$ cat config.mk
export PLATFORM = sky130hd
export DESIGN_NAME = ula_seq
export DESIGN_NICKNAME = d
export VERILOG_FILES = /design/src/rtl/ula_seq.sv
export SDC_FILE = /design/constraint.sdc
export NUM_CORES = 1
export LEC_CHECK = 0
export BUFFER_PORTS_ARGS = -buffer_cell sky130_fd_sc_hd__buf_4
export CAP_MARGIN = 20
export CORE_ASPECT_RATIO = 1.2
export CORE_UTILIZATION = 50
export DETAILED_ROUTE_END_ITERATION = 12
export PLACE_DENSITY = 0.73
export SYNTH_ARGS = -nofsm -noshare
export SYNTH_HDL_FRONTEND = slang
export SYNTH_SLANG_ARGS = --single-unit
$ cat constraint.sdc
create_clock -name clock -period 11.3 [get_ports clock]
set_clock_uncertainty 0.05 [all_clocks]
set_input_delay 1.13 -clock clock [delete_from_list [all_inputs] [get_ports clock]]
set_output_delay 1.13 -clock clock [all_outputs]
set_load 0.01 [all_outputs]
$ cat src/rtl/ula_seq.sv
// ula_seq -- sequential arithmetic/logic unit with an optional iterative divider.
//
// Accepts one operation per request: Seletor, A and B are captured on the edge
// where start is seen in IDLE. Single-cycle operations register their result
// one edge later; a divide by a non-zero B runs a restoring divider producing
// one quotient bit per cycle (MSB first) for WIDTH cycles.
//
// Build option: define ULA_DIV_EN to include the iterative divider and the DIV
// state. Without it, operation 0011 completes in one cycle with S=0, zero=1,
// err=1.
//
// Ports:
//   clock    : single clock, rising edge
//   reset_n  : asynchronous active-low reset
//   start    : operation request, sampled only in IDLE
//   Seletor  : 4-bit operation select, captured with start
//   A, B     : WIDTH-bit unsigned operands, captured with start
//   busy     : high while an accepted operation is in flight
//   done     : one-cycle pulse, S and flags valid
//   S        : 2*WIDTH-bit registered result, held until the next done
//   zero     : S is all zeros (updated with done)
//   carry    : carry (ADD) / borrow (SUB), 0 otherwise (updated with done)
//   err      : divide by zero, or divide requested without the divider

module ula_seq #(
  parameter int WIDTH = 8
) (
  input  logic               clock,
  input  logic               reset_n,
  input  logic               start,
  input  logic [3:0]         Seletor,
  input  logic [WIDTH-1:0]   A,
  input  logic [WIDTH-1:0]   B,
  output logic               busy,
  output logic               done,
  output logic [2*WIDTH-1:0] S,
  output logic               zero,
  output logic               carry,
  output logic               err
);

  localparam logic [3:0] OP_ADD  = 4'd0;
  localparam logic [3:0] OP_SUB  = 4'd1;
  localparam logic [3:0] OP_MUL  = 4'd2;
  localparam logic [3:0] OP_DIV  = 4'd3;
  localparam logic [3:0] OP_SHL  = 4'd4;
  localparam logic [3:0] OP_SHR  = 4'd5;
  localparam logic [3:0] OP_ROL  = 4'd6;
  localparam logic [3:0] OP_ROR  = 4'd7;
  localparam logic [3:0] OP_AND  = 4'd8;
  localparam logic [3:0] OP_OR   = 4'd9;
  localparam logic [3:0] OP_XOR  = 4'd10;
  localparam logic [3:0] OP_NOR  = 4'd11;
  localparam logic [3:0] OP_NAND = 4'd12;
  localparam logic [3:0] OP_XNOR = 4'd13;
  localparam logic [3:0] OP_GT   = 4'd14;
  localparam logic [3:0] OP_EQ   = 4'd15;

  // CALC is the single cycle between acceptance and the result edge; it is
  // where the captured operands are evaluated (or the divider is loaded).
  typedef enum logic [1:0] {
    ST_IDLE = 2'd0,
    ST_CALC = 2'd1,
`ifdef ULA_DIV_EN
    ST_DIV  = 2'd2,
`endif
    ST_DONE = 2'd3
  } state_t;

  state_t             state_reg, state_next;
  logic               accept;
  logic [3:0]         op_reg;
  logic [WIDTH-1:0]   a_reg, b_reg;
  logic [2*WIDTH-1:0] s_reg;
  logic               zero_reg, carry_reg, err_reg;

  logic [WIDTH:0]     sum;
  logic [2*WIDTH-1:0] alu_s;
  logic               alu_carry, alu_err;

  logic               div_go;
  logic               res_we;
  logic [2*WIDTH-1:0] res_s;
  logic               res_c, res_e;

  function automatic logic [2*WIDTH-1:0] ext(input logic [WIDTH-1:0] v);
    return {{WIDTH{1'b0}}, v};
  endfunction

  assign sum = {1'b0, a_reg} + {1'b0, b_reg};

  // Single-cycle result from the captured operands.
  always_comb begin
    alu_s     = '0;
    alu_carry = 1'b0;
    alu_err   = 1'b0;
    case (op_reg)
      OP_ADD: begin
        alu_s     = {{(WIDTH-1){1'b0}}, sum};
        alu_carry = sum[WIDTH];
      end
      OP_SUB: begin
        alu_s     = ext(a_reg) - ext(b_reg);
        alu_carry = (a_reg < b_reg);
      end
      OP_MUL:  alu_s = ext(a_reg) * ext(b_reg);
      OP_DIV: begin
`ifdef ULA_DIV_EN
        // Only reached for B=0; non-zero divisors go through the DIV state.
        alu_s   = {a_reg, {WIDTH{1'b1}}};
        alu_err = 1'b1;
`else
        alu_s   = '0;
        alu_err = 1'b1;
`endif
      end
      OP_SHL:  alu_s = ext(a_reg << 1);
      OP_SHR:  alu_s = ext(a_reg >> 1);
      OP_ROL:  alu_s = ext({a_reg[WIDTH-2:0], a_reg[WIDTH-1]});
      OP_ROR:  alu_s = ext({a_reg[0], a_reg[WIDTH-1:1]});
      OP_AND:  alu_s = ext(a_reg & b_reg);
      OP_OR:   alu_s = ext(a_reg | b_reg);
      OP_XOR:  alu_s = ext(a_reg ^ b_reg);
      OP_NOR:  alu_s = ext(~(a_reg | b_reg));
      OP_NAND: alu_s = ext(~(a_reg & b_reg));
      OP_XNOR: alu_s = ext(~(a_reg ^ b_reg));
      OP_GT:   alu_s = {{(2*WIDTH-1){1'b0}}, (a_reg > b_reg)};
      OP_EQ:   alu_s = {{(2*WIDTH-1){1'b0}}, (a_reg == b_reg)};
      default: alu_s = '0;
    endcase
  end

`ifdef ULA_DIV_EN
  localparam int CW = $clog2(WIDTH) + 1;

  logic [WIDTH-1:0] rem_reg, quo_reg, rem_next, quo_next;
  logic [CW-1:0]    cnt_reg;
  logic [WIDTH:0]   trial, diff;
  logic             div_last;

  assign div_go   = (op_reg == OP_DIV) && (b_reg != '0);
  assign div_last = (cnt_reg == CW'(WIDTH - 1));

  // Restoring step: the quotient register shifts its MSB into the partial
  // remainder. Because rem < B, the trial value is below 2B, so the borrow
  // bit diff[WIDTH] alone says whether the subtraction must be undone.
  always_comb begin
    trial    = {rem_reg, quo_reg[WIDTH-1]};
    diff     = trial - {1'b0, b_reg};
    rem_next = diff[WIDTH] ? trial[WIDTH-1:0] : diff[WIDTH-1:0];
    quo_next = {quo_reg[WIDTH-2:0], ~diff[WIDTH]};
  end

  always_ff @(posedge clock or negedge reset_n) begin
    if (!reset_n) begin
      rem_reg <= '0;
      quo_reg <= '0;
      cnt_reg <= '0;
    end else if (state_reg == ST_CALC) begin
      rem_reg <= '0;
      quo_reg <= a_reg;
      cnt_reg <= '0;
    end else if (state_reg == ST_DIV) begin
      rem_reg <= rem_next;
      quo_reg <= quo_next;
      cnt_reg <= cnt_reg + 1'b1;
    end
  end
`else
  assign div_go = 1'b0;
`endif

  // Result write-back: either the single-cycle ALU value leaving CALC or the
  // final divider step leaving DIV.
  always_comb begin
    res_we = 1'b0;
    res_s  = alu_s;
    res_c  = alu_carry;
    res_e  = alu_err;
    if (state_reg == ST_CALC && !div_go) begin
      res_we = 1'b1;
    end
`ifdef ULA_DIV_EN
    if (state_reg == ST_DIV && div_last) begin
      res_we = 1'b1;
      res_s  = {rem_next, quo_next};
      res_c  = 1'b0;
      res_e  = 1'b0;
    end
`endif
  end

  // FSM next state and outputs.
  always_comb begin
    state_next = state_reg;
    accept     = 1'b0;
    busy       = 1'b0;
    done       = 1'b0;
    case (state_reg)
      ST_IDLE: begin
        if (start) begin
          accept     = 1'b1;
          state_next = ST_CALC;
        end
      end
      ST_CALC: begin
        busy       = 1'b1;
        state_next = ST_DONE;
`ifdef ULA_DIV_EN
        if (div_go) state_next = ST_DIV;
`endif
      end
`ifdef ULA_DIV_EN
      ST_DIV: begin
        busy = 1'b1;
        if (div_last) state_next = ST_DONE;
      end
`endif
      ST_DONE: begin
        done       = 1'b1;
        state_next = ST_IDLE;
      end
      default: state_next = ST_IDLE;
    endcase
  end

  always_ff @(posedge clock or negedge reset_n) begin
    if (!reset_n) begin
      state_reg <= ST_IDLE;
      op_reg    <= '0;
      a_reg     <= '0;
      b_reg     <= '0;
      s_reg     <= '0;
      zero_reg  <= 1'b0;
      carry_reg <= 1'b0;
      err_reg   <= 1'b0;
    end else begin
      state_reg <= state_next;
      if (accept) begin
        op_reg <= Seletor;
        a_reg  <= A;
        b_reg  <= B;
      end
      if (res_we) begin
        s_reg     <= res_s;
        zero_reg  <= (res_s == '0);
        carry_reg <= res_c;
        err_reg   <= res_e;
      end
    end
  end

  assign S     = s_reg;
  assign zero  = zero_reg;
  assign carry = carry_reg;
  assign err   = err_reg;

endmodule

Word level (Yosys, flattened, before mapping) --
Index checks and enable logic that the tools add are counted. W data, S select, Z words.
Storage, ports and cells: memories kept 0, register bits after elaboration 41, ROM bits 0, bits in latches 0, output and inout bits 21, bits in writable memories 0
Cells by class: $lt $le $gt $ge 2, shift-type cells 0, bitwise gates (word level) 6, equal/unequal tests 19, mux-type cells 9, reduce and logical (&&, ||, !) cells 3, add/sub/neg operators 2, multiply operators 1, divide/modulo/power cells 0
Operators by type and width (number):
- $pmux W16 S16 | 1
- $eq A4 B4 Y1 const B | 8
- $not A8 Y8 | 3
- $eq A4 B3 Y1 const B | 4
- $logic_not A16 Y1 | 1
- $mul A8 B8 Y16 | 1
- $add A8 B8 Y9 | 1
- $sub A8 B8 Y9 | 1
- $and A8 B8 Y8 | 1
- $eq A4 B2 Y1 const B | 2
- $eq A8 B8 Y1 | 1
- $gt A8 B8 Y1 | 1
- $lt A8 B8 Y1 | 1
- $or A8 B8 Y8 | 1
- $xor A8 B8 Y8 | 1
- $mux W1 | 5
- $eq A4 B1 Y1 const B | 1
- $logic_not A4 Y1 | 1
- $pmux W2 S2 | 1
- $eq A2 B1 Y1 const B | 1
- $eq A2 B2 Y1 const B | 1
- $logic_not A2 Y1 | 1
- $mux W2 | 1
- $ne A2 B2 Y1 const B | 1
- $pmux W1 S2 | 1

Longest topological paths before layout --
depth after elaboration 4, mapped depth 19, gate-level depth less buffers 19

Least setup slack after synthesis --
No wires, ideal clock.
path type register to register, start point register a_reg[1], end point register zero_reg (netlist: zero), setup time 0.120 ns, setup slack 6.608 ns, period minus slack after synthesis 4.692 ns, arrival time 4.522 ns, required time 11.130 ns, cell stages (with the launch flop) 18, path buffers 0, cells stage by stage dfrtp_1 clkinv_1 nor2_1 fa_1 fa_1 fa_1 inv_1 fa_1 inv_1 ha_1 nor3_1 nor2_1 a311o_1 a21o_1 a21oi_1 xnor2_1 a21oi_1 a41o_1
Between the ends: word-level cells in the longest chain between the ends 4, elaborated cells between the ends (all ways) 13
RTL lines:
- start: declaration | RTL line 73 | logic [WIDTH-1:0] a_reg, b_reg;
- start signal: assignment | RTL line 231 | a_reg <= '0;
- start signal: assignment | RTL line 241 | a_reg <= A;
- branches (longest 2 deep; another with $mul A8 B8 Y16)
- $pmux W16 S16 (*) | RTL line 97 | case (op_reg)
- $logic_not A16 Y1 (*) | RTL line 246 | zero_reg <= (res_s == '0);
- end signal: assignment | RTL line 246
- end: declaration | RTL line 75 | logic zero_reg, carry_reg, err_reg;
Every way passes the cells marked *. A chain may end at the register's enable or synchronous reset.

Final worst setup path --
Same ends and word-level chain as after synthesis.

==> out/metrics.csv <==
stage;metric;value;unit
run_status;outcome;finished clean;
critical_path;critPathLaunchType;flip-flop;
routing;drtAntennaViolNets;0;
critical_path;r2r_end;zero;
finish;largest_reg_flops;16;
floorplanning;die_x;95.1;um
global_route;grt-ovfl-total;0;
clock_tree;hold_buffers;0;
global_route;grt_pass1_wl;25.6;mm
critical_path;crit_start;a_reg[1];
floorplanning;dieArea;10800;um2
yosys;synthFlopType;dfrtp_1;
finish;layout_commonest_cell;nor2_1;
floorplanning;core-area;10100;um2
finish;areaGrowthSynthToFinish;10.7;%
worst_hold_path;hp-class;reg2reg;
yosys;async_flop_share;100;%
place;dp.final_hpwl;12.1;mm
critical_path;rr_worst_depth;16;
global_route;grt_pass1_vias;4872;
critical_path;reg2reg_from;a_reg[1];
clock_tree;cts_htree_levels;2;
routing;routed_wl;15.7;mm
clock_tree;cts_tree;built;
timing;relSlewSlack;30.2;%
critical_path;rrSetupSlack;6020;ps
yosys;yosysUniqueCellTypes;67;
timing;fin_crit;5280;ps
routing;detailroute.via_count;4855;
clock_tree;clock_latency;300;ps
timing;slew_viol_final;0;
clock_tree;ctsResizeCount;0;
yosys;netlist_instances;636;
critical_path;crit_path_end_kind;flip-flop;
floorplanning;fp-row-count;40;
critical_path;cp_data_arrival_time;5460;ps
timing;finalHoldViolations;0;
place;routabilityCongestion;0.968;
run;cap_violations;0;
yosys;ys_warn_count;0;
finish;diodes;0;
clock_tree;post_cts_buffers;0;
finish;n_fill_cell;940;
yosys;synth_nets;757;
routing;dr.pass1.iters;8;
finish;fin_nets;783;
routing;route.detailed.drc;0;
critical_path;crit_fanout;8;
clock_tree;clk_pin_slew;60;ps
yosys;synth_area_per_cell;8.17;um2
timing;finalCritPeriodShare;46.7;%
timing;clock.fmax;190;MHz
timing;rsz0062_at_grt;no;
yosys;ys_seq_area_share;19.7;%
finish;fin_util;57.2;%
timing;tns;0;ps
floorplanning;die_h;114;um
place;portBuffers;43;
global_route;track_usage;31.4;%
timing;setup_viol;0;
critical_path;crit_end;zero;
global_route;grt_max_degree;42;
clock_tree;clock-sinks;41;
clock_tree;cts.path.max_buffers;2;
yosys;ys_ff_latch;41;
critical_path;worstPathRequired;11480;ps
routing;drt_iter0_markers;474;
floorplanning;initial_core_util;51.7;%
critical_path;crit_type;reg2reg;
finish;drive_above_1_share;10.7;%
finish;layout_common_cells;nor2_1, nand2_1, inv_1;
timing;tightest_slew;1050;ps
routing;viasPerCell;6.15;
floorplanning;pin_count;44;
routing;wire_per_inst;19.9;um
global_route;antenna_found_initial;0;
clock_tree;cts_buffers;5;
yosys;synth_edf_count;0;
yosys;syn_area;5200;um2
clock_tree;root_buffer;clkbuf_16;
## worst min path at each step
| stage | startpoint | end | depth (start not counted) |
|---|---|---|---|
| floorplan | state_reg[1] | state_reg[0] | 1 |
| global placement | err | err | 2 |
| detailed placement | err | err | 2 |
| CTS | err | err | 2 |
| global route | state_reg[1] | state_reg[0] | 1 |
| finish | err | err | 2 |
## through the flow
step	instances	setup WS, ps	instance area [um2]	hold WS (ps)
2_1_floorplan	636	6610	5200	380
6_report	789	6020	5750	419
3_3_place_gp	780	6250	5590	404
5_1_grt	789	5760	5750	443
4_1_cts	788	6130	5720	429
3_5_place_dp	780	6160	5590	415
## cell families after synthesis
group | share of synthesized area [%]
and+or+nand+nor | 20.2
AOI/OAI and AO/OA | 18.6
buffers and inverters | 7.94
adders and majority gates | 29.1
DFF | 19.7
xor gates and xnor gates | 2.53
muxes | 1.88
## synthesized netlist by cell type (4+ instances only)
library cell / count / share of area, %
a211oi_1: 9 / 1.3
a21o_1: 7 / 1.0
a21oi_1: 32 / 3.1
a31oi_1: 7 / 0.84
and2_1: 4 / 0.48
and3_1: 4 / 0.48
buf_2: 12 / 1.2
clkbuf_1: 14 / 1.0
clkinv_1: 11 / 0.79
dfrtp_1: 41 / 20
fa_1: 38 / 15
ha_1: 60 / 14
inv_1: 66 / 4.8
mux2_2: 4 / 0.87
nand2_1: 71 / 5.1
nand2b_1: 5 / 0.60
nand3_1: 8 / 0.77
nor2_1: 82 / 5.9
nor2b_1: 11 / 1.3
nor3_1: 10 / 0.96
nor3b_1: 4 / 0.58
o21ai_0: 39 / 3.8
o21bai_1: 6 / 0.87
o2bb2ai_1: 4 / 0.67
xnor2_1: 10 / 1.7
xor2_1: 5 / 0.84
## cell type report
type | instances | area, um2 | share of cell area, %
repair buffers | 47 | 373 | 6.48
clock buffers | 6 | 129 | 2.24
inverters | 78 | 293 | 5.09
well taps | 126 | 158 | 2.74
clock inverters | 2 | 10.0 | 0.174
multi-input cells | 489 | 3760 | 65.4
flip-flops and latches | 41 | 1030 | 17.8
## critical path, cell delays in order (launching register included)
cell and delay [ps]:
dfrtp_1 530, clkinv_1 350, nor2_1 230, ha_1 220
fa_1 420, ha_1 300, inv_1 50, fa_1 530
inv_1 70, fa_1 490, a311o_1 290, a211oi_1 430
a221oi_1 140, o21ai_0 470, nand3_1 180, nor4b_2 240
a41o_1 200
## routing by layer
metal	global-route usage, %	up-vias	wire length (um)
li1	-	2215	-
met1	38.8	2320	6110
met2	51.6	249	7660
met3	4.93	71	1080
met4	17.4	0	829
met5	0	-	0
Power is not shown: default switching activity piles up to over one toggle a cycle in this logic, so the estimate is an artifact.
